File: config.mk
export PLATFORM = sky130hd
export DESIGN_NAME = instr_fetch
export DESIGN_NICKNAME = d
export VERILOG_FILES = /design/src/rtl/fetch_pkg.sv /design/src/rtl/fetch_fifo.sv /design/src/rtl/instr_fetch.sv
export SDC_FILE = /design/constraint.sdc
export NUM_CORES = 1
export LEC_CHECK = 0
export BUFFER_PORTS_ARGS = -buffer_cell sky130_fd_sc_hd__buf_2
export CORE_ASPECT_RATIO = 1.2
export CORE_MARGIN = 5
export CORE_UTILIZATION = 40
export CTS_CLUSTER_DIAMETER = 120
export DETAILED_ROUTE_END_ITERATION = 12
export PLACE_DENSITY = 0.62
export SETUP_SLACK_MARGIN = 0.15
export SYNTH_ARGS = -nofsm -noshare
export SYNTH_HDL_FRONTEND = slang
export SYNTH_HIERARCHICAL = 1
export SYNTH_SLANG_ARGS = --single-unit
File: constraint.sdc
create_clock -name clk_i -period 8 [get_ports clk_i]
set_input_delay 0.8 -clock clk_i [delete_from_list [all_inputs] [get_ports clk_i]]
set_output_delay 0.8 -clock clk_i [all_outputs]
set_load 0.1 [all_outputs]
File: src/rtl/fetch_pkg.sv
// fetch_pkg: shared types and constants for the instruction fetch stage.
//   fetch_entry_t : one prefetch FIFO entry, an instruction word and its PC.
//   NOP_INSTR     : canonical RISC-V NOP (addi x0, x0, 0).
package fetch_pkg;

  typedef struct packed {
    logic [31:0] instr;
    logic [31:0] pc;
  } fetch_entry_t;

  localparam logic [31:0] NOP_INSTR = 32'h0000_0013;

endpackage

File: src/rtl/fetch_fifo.sv
// fetch_fifo: synchronous prefetch FIFO of fetch_entry_t, no bypass.
//   clk_i, rst_i : clock, synchronous active-high reset (pointers only)
//   push_i/data_i: write an entry (ignored when full)
//   pop_i        : drop the head entry (ignored when empty)
//   flush_i      : discard all entries
//   data_o       : head entry (meaningful only when !empty_o)
//   count_o      : number of stored entries
//   full_o/empty_o: occupancy flags
module fetch_fifo
  import fetch_pkg::*;
#(
  parameter int FIFO_DEPTH = 2
) (
  input  logic                          clk_i,
  input  logic                          rst_i,
  input  logic                          push_i,
  input  fetch_entry_t                  data_i,
  input  logic                          pop_i,
  input  logic                          flush_i,
  output fetch_entry_t                  data_o,
  output logic [$clog2(FIFO_DEPTH):0]   count_o,
  output logic                          full_o,
  output logic                          empty_o
);

  localparam int AW = $clog2(FIFO_DEPTH);

  // One extra pointer bit distinguishes full from empty when the low bits match.
  logic [AW:0]  wr_ptr;
  logic [AW:0]  rd_ptr;
  fetch_entry_t mem [FIFO_DEPTH];

  assign empty_o = (wr_ptr == rd_ptr);
  assign full_o  = (wr_ptr[AW] != rd_ptr[AW]) && (wr_ptr[AW-1:0] == rd_ptr[AW-1:0]);
  assign count_o = wr_ptr - rd_ptr;
  assign data_o  = mem[rd_ptr[AW-1:0]];

  always_ff @(posedge clk_i) begin
    if (rst_i || flush_i) begin
      wr_ptr <= '0;
      rd_ptr <= '0;
    end else begin
      if (push_i && !full_o)  wr_ptr <= wr_ptr + 1'b1;
      if (pop_i  && !empty_o) rd_ptr <= rd_ptr + 1'b1;
    end
  end

  // Storage carries data only, so it is not reset.
  always_ff @(posedge clk_i) begin
    if (push_i && !full_o) mem[wr_ptr[AW-1:0]] <= data_i;
  end

endmodule

File: src/rtl/instr_fetch.sv
// instr_fetch: instruction fetch stage feeding ctrl_unit.
//   Owns the fetch PC, issues word requests over req/gnt/rvalid, buffers
//   returned words with their PCs in fetch_fifo, and presents the head under
//   valid/ready. A redirect flushes the FIFO and drops in-flight responses.
// Ports:
//   clk_i, rst_i                : clock, synchronous active-high reset
//   imem_req_o, imem_addr_o     : request and its word address
//   imem_gnt_i                  : request accepted this cycle
//   imem_rvalid_i, imem_rdata_i : in-order response
//   instr_o, pc_o, pc_four_o    : head instruction, its PC, PC+4
//   instr_valid_o, instr_ready_i: head handshake with the consumer
//   redirect_i, redirect_pc_i   : taken branch/jump and its target
// Optional feature macro FETCH_PERF_EN adds fetch_cnt_o (pops) and
// stall_cnt_o (cycles out of reset with no valid instruction).
module instr_fetch
  import fetch_pkg::*;
#(
  parameter logic [31:0] RESET_PC   = 32'h0000_0000,
  parameter int          FIFO_DEPTH = 2
) (
  input  logic        clk_i,
  input  logic        rst_i,
  output logic        imem_req_o,
  output logic [31:0] imem_addr_o,
  input  logic        imem_gnt_i,
  input  logic        imem_rvalid_i,
  input  logic [31:0] imem_rdata_i,
  output logic [31:0] instr_o,
  output logic [31:0] pc_o,
  output logic [31:0] pc_four_o,
  output logic        instr_valid_o,
  input  logic        instr_ready_i,
  input  logic        redirect_i,
  input  logic [31:0] redirect_pc_i
`ifdef FETCH_PERF_EN
  ,
  output logic [31:0] fetch_cnt_o,
  output logic [31:0] stall_cnt_o
`endif
);

  localparam int AW = $clog2(FIFO_DEPTH);
  localparam int CW = AW + 2;

  logic [31:0]   fpc;            // next fetch address
  logic [31:0]   resp_pc;        // PC of the next response that will be kept
  logic [31:0]   hold_pc;        // redirect target parked behind a stalled request
  logic          hold_redirect;  // pending request is stale; retarget after its grant
  logic [CW-1:0] outstanding;
  logic [CW-1:0] discard;

  fetch_entry_t  head;
  fetch_entry_t  push_entry;
  logic [AW:0]   count;
  logic          fifo_full;
  logic          fifo_empty;

  logic          pop;
  logic          gnt;
  logic          push;
  logic          req_waiting;
  logic [31:0]   target;
  logic [CW-1:0] occupancy;

  assign pop         = instr_valid_o & instr_ready_i;
  assign target      = redirect_pc_i & 32'hFFFF_FFFC;
  // Words already held or promised, less the one leaving this cycle.
  assign occupancy   = {1'b0, count} + outstanding - CW'(pop);
  assign imem_req_o  = !rst_i && (occupancy < CW'(FIFO_DEPTH));
  assign imem_addr_o = fpc;
  assign gnt         = imem_req_o & imem_gnt_i;
  assign req_waiting = imem_req_o & ~imem_gnt_i;
  assign push        = imem_rvalid_i && (discard == '0) && !redirect_i && !fifo_full;

  assign push_entry.instr = imem_rdata_i;
  assign push_entry.pc    = resp_pc;

  fetch_fifo #(.FIFO_DEPTH(FIFO_DEPTH)) u_fifo (
    .clk_i   (clk_i),
    .rst_i   (rst_i),
    .push_i  (push),
    .data_i  (push_entry),
    .pop_i   (pop && !redirect_i),
    .flush_i (redirect_i),
    .data_o  (head),
    .count_o (count),
    .full_o  (fifo_full),
    .empty_o (fifo_empty)
  );

  assign instr_valid_o = !fifo_empty;
  assign instr_o       = instr_valid_o ? head.instr : 32'h0;
  assign pc_o          = instr_valid_o ? head.pc    : 32'h0;
  assign pc_four_o     = pc_o + 32'd4;

  always_ff @(posedge clk_i) begin
    if (rst_i) begin
      fpc           <= RESET_PC;
      resp_pc       <= RESET_PC;
      hold_redirect <= 1'b0;
      outstanding   <= '0;
      discard       <= '0;
    end else begin
      outstanding <= outstanding + CW'(gnt) - CW'(imem_rvalid_i);
      if (redirect_i) begin
        // Everything in flight after this edge belongs to the old path.
        resp_pc <= target;
        discard <= outstanding + CW'(gnt) - CW'(imem_rvalid_i);
        if (req_waiting) begin
          // Keep the stalled request stable; it becomes a discard when granted.
          hold_redirect <= 1'b1;
        end else begin
          hold_redirect <= 1'b0;
          fpc           <= target;
        end
      end else begin
        if (push) resp_pc <= resp_pc + 32'd4;
        discard <= discard - CW'(imem_rvalid_i && (discard != '0))
                           + CW'(gnt && hold_redirect);
        if (gnt) begin
          fpc           <= hold_redirect ? hold_pc : fpc + 32'd4;
          hold_redirect <= 1'b0;
        end
      end
    end
  end

  always_ff @(posedge clk_i) begin
    if (redirect_i && req_waiting) hold_pc <= target;
  end

`ifdef FETCH_PERF_EN
  always_ff @(posedge clk_i) begin
    if (rst_i) begin
      fetch_cnt_o <= 32'h0;
      stall_cnt_o <= 32'h0;
    end else begin
      if (pop)            fetch_cnt_o <= fetch_cnt_o + 32'd1;
      if (!instr_valid_o) stall_cnt_o <= stall_cnt_o + 32'd1;
    end
  end
`endif

endmodule

==> impl_results.html <==
<table>
<tr><th>Metric</th><th>Value</th></tr>
<tr><th colspan="2">Finish</th></tr>
<tr><td>Multi-input gate area</td><td>4820 sq um</td></tr>
<tr><td>Storage element area</td><td>6190 sq um</td></tr>
<tr><td>Number of nets in the finished design</td><td>1266</td></tr>
<tr><td>Final Instance Area</td><td>13400 sq um</td></tr>
<tr><td>Fraction of final layout cells with drive strength greater than 1</td><td>26.6%</td></tr>
<tr><td>Post-synthesis to final-layout area growth</td><td>18.2%</td></tr>
<tr><td>Util after Layout</td><td>47.9%</td></tr>
<tr><td>Inserted Diodes</td><td>0</td></tr>
<tr><td>Fillers</td><td>2659</td></tr>
<tr><th colspan="2">Critical path</th></tr>
<tr><td>Reg-to-reg critical path startpoint</td><td>u_fifo/wr_ptr[0]$_SDFFE_PP0P_</td></tr>
<tr><td>Launching instance or port of the critical path</td><td>u_fifo/wr_ptr[0]$_SDFFE_PP0P_</td></tr>
<tr><td>Cell type of the slowest stage on the worst timing path</td><td>nor4_1</td></tr>
<tr><td>Critical path buffer and inverter count</td><td>4</td></tr>
<tr><td>Reg-to-Reg End</td><td>discard[2]$_SDFF_PP0_</td></tr>
<tr><td>Type of origin of the critical path</td><td>register</td></tr>
<tr><td>Chain of cells forming the critical path</td><td>inv_1 &gt; ha_1 &gt; and2_2 &gt; buf_4 &gt; nand2b_4 &gt; inv_1 &gt; ha_1 &gt; and3_1 &gt; nand4_1 &gt; nor4_1 &gt; nand4_1 &gt; xnor2_1 &gt; buf_2</td></tr>
<tr><td>Delay-heaviest family, CP</td><td>simple AND/OR/NAND/NOR gates</td></tr>
<tr><td>Path length in cells of the critical path</td><td>13</td></tr>
<tr><td>Largest fanout on the critical path</td><td>72</td></tr>
<tr><td>Critical path capture point type</td><td>output port</td></tr>
<tr><td>Data required time at the worst endpoint</td><td>7.20 ns</td></tr>
<tr><td>Type of the worst setup path</td><td>reg -&gt; out</td></tr>
<tr><td>Worst endpoint data arrival time</td><td>4.86 ns</td></tr>
<tr><td>Length in cells of the worst reg-to-reg path</td><td>20</td></tr>
<tr><td>Crit path to</td><td>pc_four_o[30]</td></tr>
<tr><td>Worst reg-to-reg setup slack</td><td>2.97 ns</td></tr>
<tr><td>Crit-path max cell delay</td><td>0.88 ns</td></tr>
<tr><th colspan="2">Route</th></tr>
<tr><td>Remaining antenna violation count after routing</td><td>0</td></tr>
<tr><td>First-pass iteration count of the detailed router</td><td>5</td></tr>
<tr><td>Final WL</td><td>29.3 mm</td></tr>
<tr><td>DRC Markers</td><td>0</td></tr>
<tr><td>DRT iter0 DRCs</td><td>586</td></tr>
<tr><td>Detail-routed net length per standard cell</td><td>18.5 um</td></tr>
<tr><td>Detailed-route vias per instance</td><td>5.45</td></tr>
<tr><td>Routed vias</td><td>8617</td></tr>
<tr><th colspan="2">Placement</th></tr>
<tr><td>Last weighted congestion value of the routability-driven placer</td><td>0.827</td></tr>
<tr><td>Worst setup slack before clock tree synthesis</td><td>2.81 ns</td></tr>
<tr><td>Area of placed instances</td><td>12600 sq um</td></tr>
<tr><td>Count of buffers inserted at the top-level ports</td><td>195</td></tr>
<tr><td>Detailed placer's ending HPWL</td><td>19.8 mm</td></tr>
<tr><th colspan="2">Status</th></tr>
<tr><td>Result of the run</td><td>completed</td></tr>
<tr><th colspan="2">Die</th></tr>
<tr><td>Site Rows</td><td>67</td></tr>
<tr><td>Total core area</td><td>28000 sq um</td></tr>
<tr><td>Area of the die</td><td>31900 sq um</td></tr>
<tr><td>Effective utilization at floorplan</td><td>40.6%</td></tr>
<tr><td>Horizontal extent of the die</td><td>164 um</td></tr>
<tr><td>Die span in y</td><td>195 um</td></tr>
<tr><td>Number of top-level design ports</td><td>200</td></tr>
<tr><th colspan="2">Clock network</th></tr>
<tr><td>Root Driver</td><td>clkbuf_16</td></tr>
<tr><td>Latest clock arrival within the worst-skew pair</td><td>0.53 ns</td></tr>
<tr><td>Post-CTS setup repair buffer count</td><td>0</td></tr>
<tr><td>Clock buffers created by TritonCTS</td><td>25</td></tr>
<tr><td>Number of hold-repair buffers added at the cts stage</td><td>0</td></tr>
<tr><td>Gates resized, CTS repair</td><td>0</td></tr>
<tr><td>CTS tree</td><td>built</td></tr>
<tr><td>Number of H-tree levels</td><td>1</td></tr>
<tr><td>Number of buffers on the longest clock path</td><td>3</td></tr>
<tr><td>Clock slew at the register clock pins of the worst setup and hold paths</td><td>0.06 ns</td></tr>
<tr><td>CTS Sinks</td><td>230</td></tr>
<tr><th colspan="2">Timing</th></tr>
<tr><td>Final number of setup-violating endpoints</td><td>0</td></tr>
<tr><td>RSZ-0062 raised after global routing</td><td>false</td></tr>
<tr><td>Total count of hold-check failures in the final report</td><td>0</td></tr>
<tr><td>Final setup skew</td><td>0.0200 ns</td></tr>
<tr><td>Maximum achievable frequency</td><td>0.177 GHz</td></tr>
<tr><td>Number of pins with negative max-slew slack in the final report</td><td>0</td></tr>
<tr><td>Final worst hold slack</td><td>0.463 ns</td></tr>
<tr><td>Pin slew with the least headroom to its limit</td><td>0.965 ns</td></tr>
<tr><td>Tightest slew margin relative to the limit</td><td>34.4%</td></tr>
<tr><td>Final TNS setup</td><td>0 ns</td></tr>
<tr><td>Share of the clock period used by the worst path</td><td>70.7%</td></tr>
<tr><td>Shortest period the worst path allows</td><td>5.66 ns</td></tr>
<tr><td>Worst-case setup margin in the final layout</td><td>2.34 ns</td></tr>
<tr><th colspan="2">Global routing</th></tr>
<tr><td>Total Routing Usage GR</td><td>17.6%</td></tr>
<tr><td>Vias in the first global route</td><td>8319</td></tr>
<tr><td>Global-route wire length before repair</td><td>45.6 mm</td></tr>
<tr><td>Maximum number of pins on one net before global-route repair</td><td>73</td></tr>
<tr><td>Remaining global-route overflow</td><td>0</td></tr>
<tr><td>Number of antenna violations at the first check in global routing</td><td>0</td></tr>
<tr><th colspan="2">Yosys</th></tr>
<tr><td>Synth top area share</td><td>41.8%</td></tr>
<tr><td>Post-synth top cells</td><td>edfxtp_1 (158), nand2_1 (80), dfxtp_1 (72)</td></tr>
<tr><td>Top post-synthesis cells by area</td><td>edfxtp_1 (42%), dfxtp_1 (13%), mux2_2 (5.5%)</td></tr>
<tr><td>Mean cell area of the mapped netlist</td><td>11.3 sq um</td></tr>
<tr><td>Fraction of synthesized area in multiplexers</td><td>7.57%</td></tr>
<tr><td>Top flip-flop cell by instance count after synthesis</td><td>edfxtp_1</td></tr>
<tr><td>Fraction of registers with async set/reset</td><td>0%</td></tr>
<tr><td>Number of flip-flops and latches in the synthesized netlist</td><td>230</td></tr>
<tr><td>Number of distinct standard cells referenced by the synthesized netlist</td><td>82</td></tr>
<tr><td>Synthesized-area fraction occupied by xor and xnor cells</td><td>3.44%</td></tr>
<tr><td>Most area-hungry cell type in the Yosys netlist</td><td>edfxtp_1</td></tr>
<tr><td>Fraction of the yosys area taken by sequential cells</td><td>54.5%</td></tr>
<tr><td>Compound-cell area share of the yosys netlist</td><td>11.1%</td></tr>
<tr><td>Dominant combinational cell family by area after synthesis</td><td>simple AND/OR/NAND/NOR gates</td></tr>
<tr><td>Cell area after synthesis</td><td>11400 sq um</td></tr>
<tr><td>Gate count after technology mapping</td><td>1005</td></tr>
<tr><td>EDFF count, synth</td><td>158</td></tr>
<tr><td>Arithmetic-cell share of the synthesized area counting full adders, half adders and majority gates</td><td>1.63%</td></tr>
<tr><td>Simple-gate share of the synthesized area</td><td>18.3%</td></tr>
<tr><td>Most frequent cell after synthesis</td><td>edfxtp_1</td></tr>
<tr><td>Yosys warns</td><td>6</td></tr>
<tr><th colspan="2">Pwr</th></tr>
<tr><td>Power per standard cell area</td><td>273 nW/um^2</td></tr>
<tr><td>P_leak</td><td>0.00504 uW</td></tr>
<tr><td>Peak ir drop on the vdd network</td><td>0.000227 V</td></tr>
<tr><th colspan="2">Worst hold path</th></tr>
<tr><td>Hold Path Class</td><td>in -&gt; reg</td></tr>
<tr><td>Source of the worst hold timing path</td><td>imem_rdata_i[19]</td></tr>
<tr><th colspan="2">Flow run</th></tr>
<tr><td>Max-Cap Viols</td><td>0</td></tr>
</table>
[state kept, by name, summed over array words and instances (netlist names), named ones only]
name and flops:
u_fifo/mem 128, hold_pc 30, imem_addr_o 30, resp_pc 30
discard 3, outstanding 3, u_fifo/rd_ptr 2, u_fifo/wr_ptr 2
hold_redirect 1
[cell usage in the layout, fill, tap and decap left out, types with 27 or more instances in the layout]
cell type  instances
a21oi_1           48
nor2_1            54
dfxtp_1           71
edfxtp_1         158
nor2b_1           64
nand4_1           27
nand2_1           80
nand3_1           33
buf_2            195
mux2_2            55
[per-stage QoR]
stage / instances / power [uW]
detailed placement: 1535 / 2570
global placement: 1535 / 2560
global route: 1580 / 3840
CTS: 1580 / 3710
floorplan: 1010 / 2350
finish: 1580 / 3670
[layout make-up]
| type | count | area share [%] |
|---|---|---|
| Inverter | 27 | 0.755 |
| Multi-Input combinational cell | 693 | 35.9 |
| Sequential cell | 230 | 46.1 |
| Timing Repair Buffer | 206 | 7.88 |
| Tap cell | 379 | 3.53 |
| Clock buffer | 30 | 4.95 |
| Clock inverter | 15 | 0.923 |
[cells by family after synthesis]
family / after synthesis
flip-flops: 230
AND/OR/NAND/NOR: 373
multiplexers: 77
buffers and inverters: 87
other: 1
adder cells (fa/ha/maj): 13
AO/OA/AOI/OAI: 182
XOR/XNOR: 42
[routing by layer]
metal / up-vias / wire length [um] / global-route usage (%)
li1: 4142 / - / -
met1: 4094 / 13100 / 25.0
met2: 347 / 13200 / 28.2
met3: 34 / 2450 / 3.37
met4: 0 / 452 / 3.73
met5: - / 0 / 0
[worst min path at each step]
| stage | endpoint | slack, ns | cells past startpoint |
|---|---|---|---|
| floorplan | u_fifo/mem[0][20]$_DFFE_PP_ | 0.46 | 0 |
| global route | u_fifo/mem[0][37]$_DFFE_PP_ | 0.44 | 1 |
| global placement | imem_addr_o[27]$_SDFFE_PP0P_ | 0.48 | 2 |
| detailed placement | imem_addr_o[27]$_SDFFE_PP0P_ | 0.49 | 2 |
| CTS | u_fifo/mem[0][51]$_DFFE_PP_ | 0.43 | 1 |
| finish | u_fifo/mem[0][51]$_DFFE_PP_ | 0.46 | 1 |
[power by group]
group,total (uW),switching (uW),internal (uW)
clock,1120,466,653
sequential,1510,103,1410
combinational,1030,780,254
total,3670,1350,2320
Note: power is estimated with default switching activity, not from simulation.
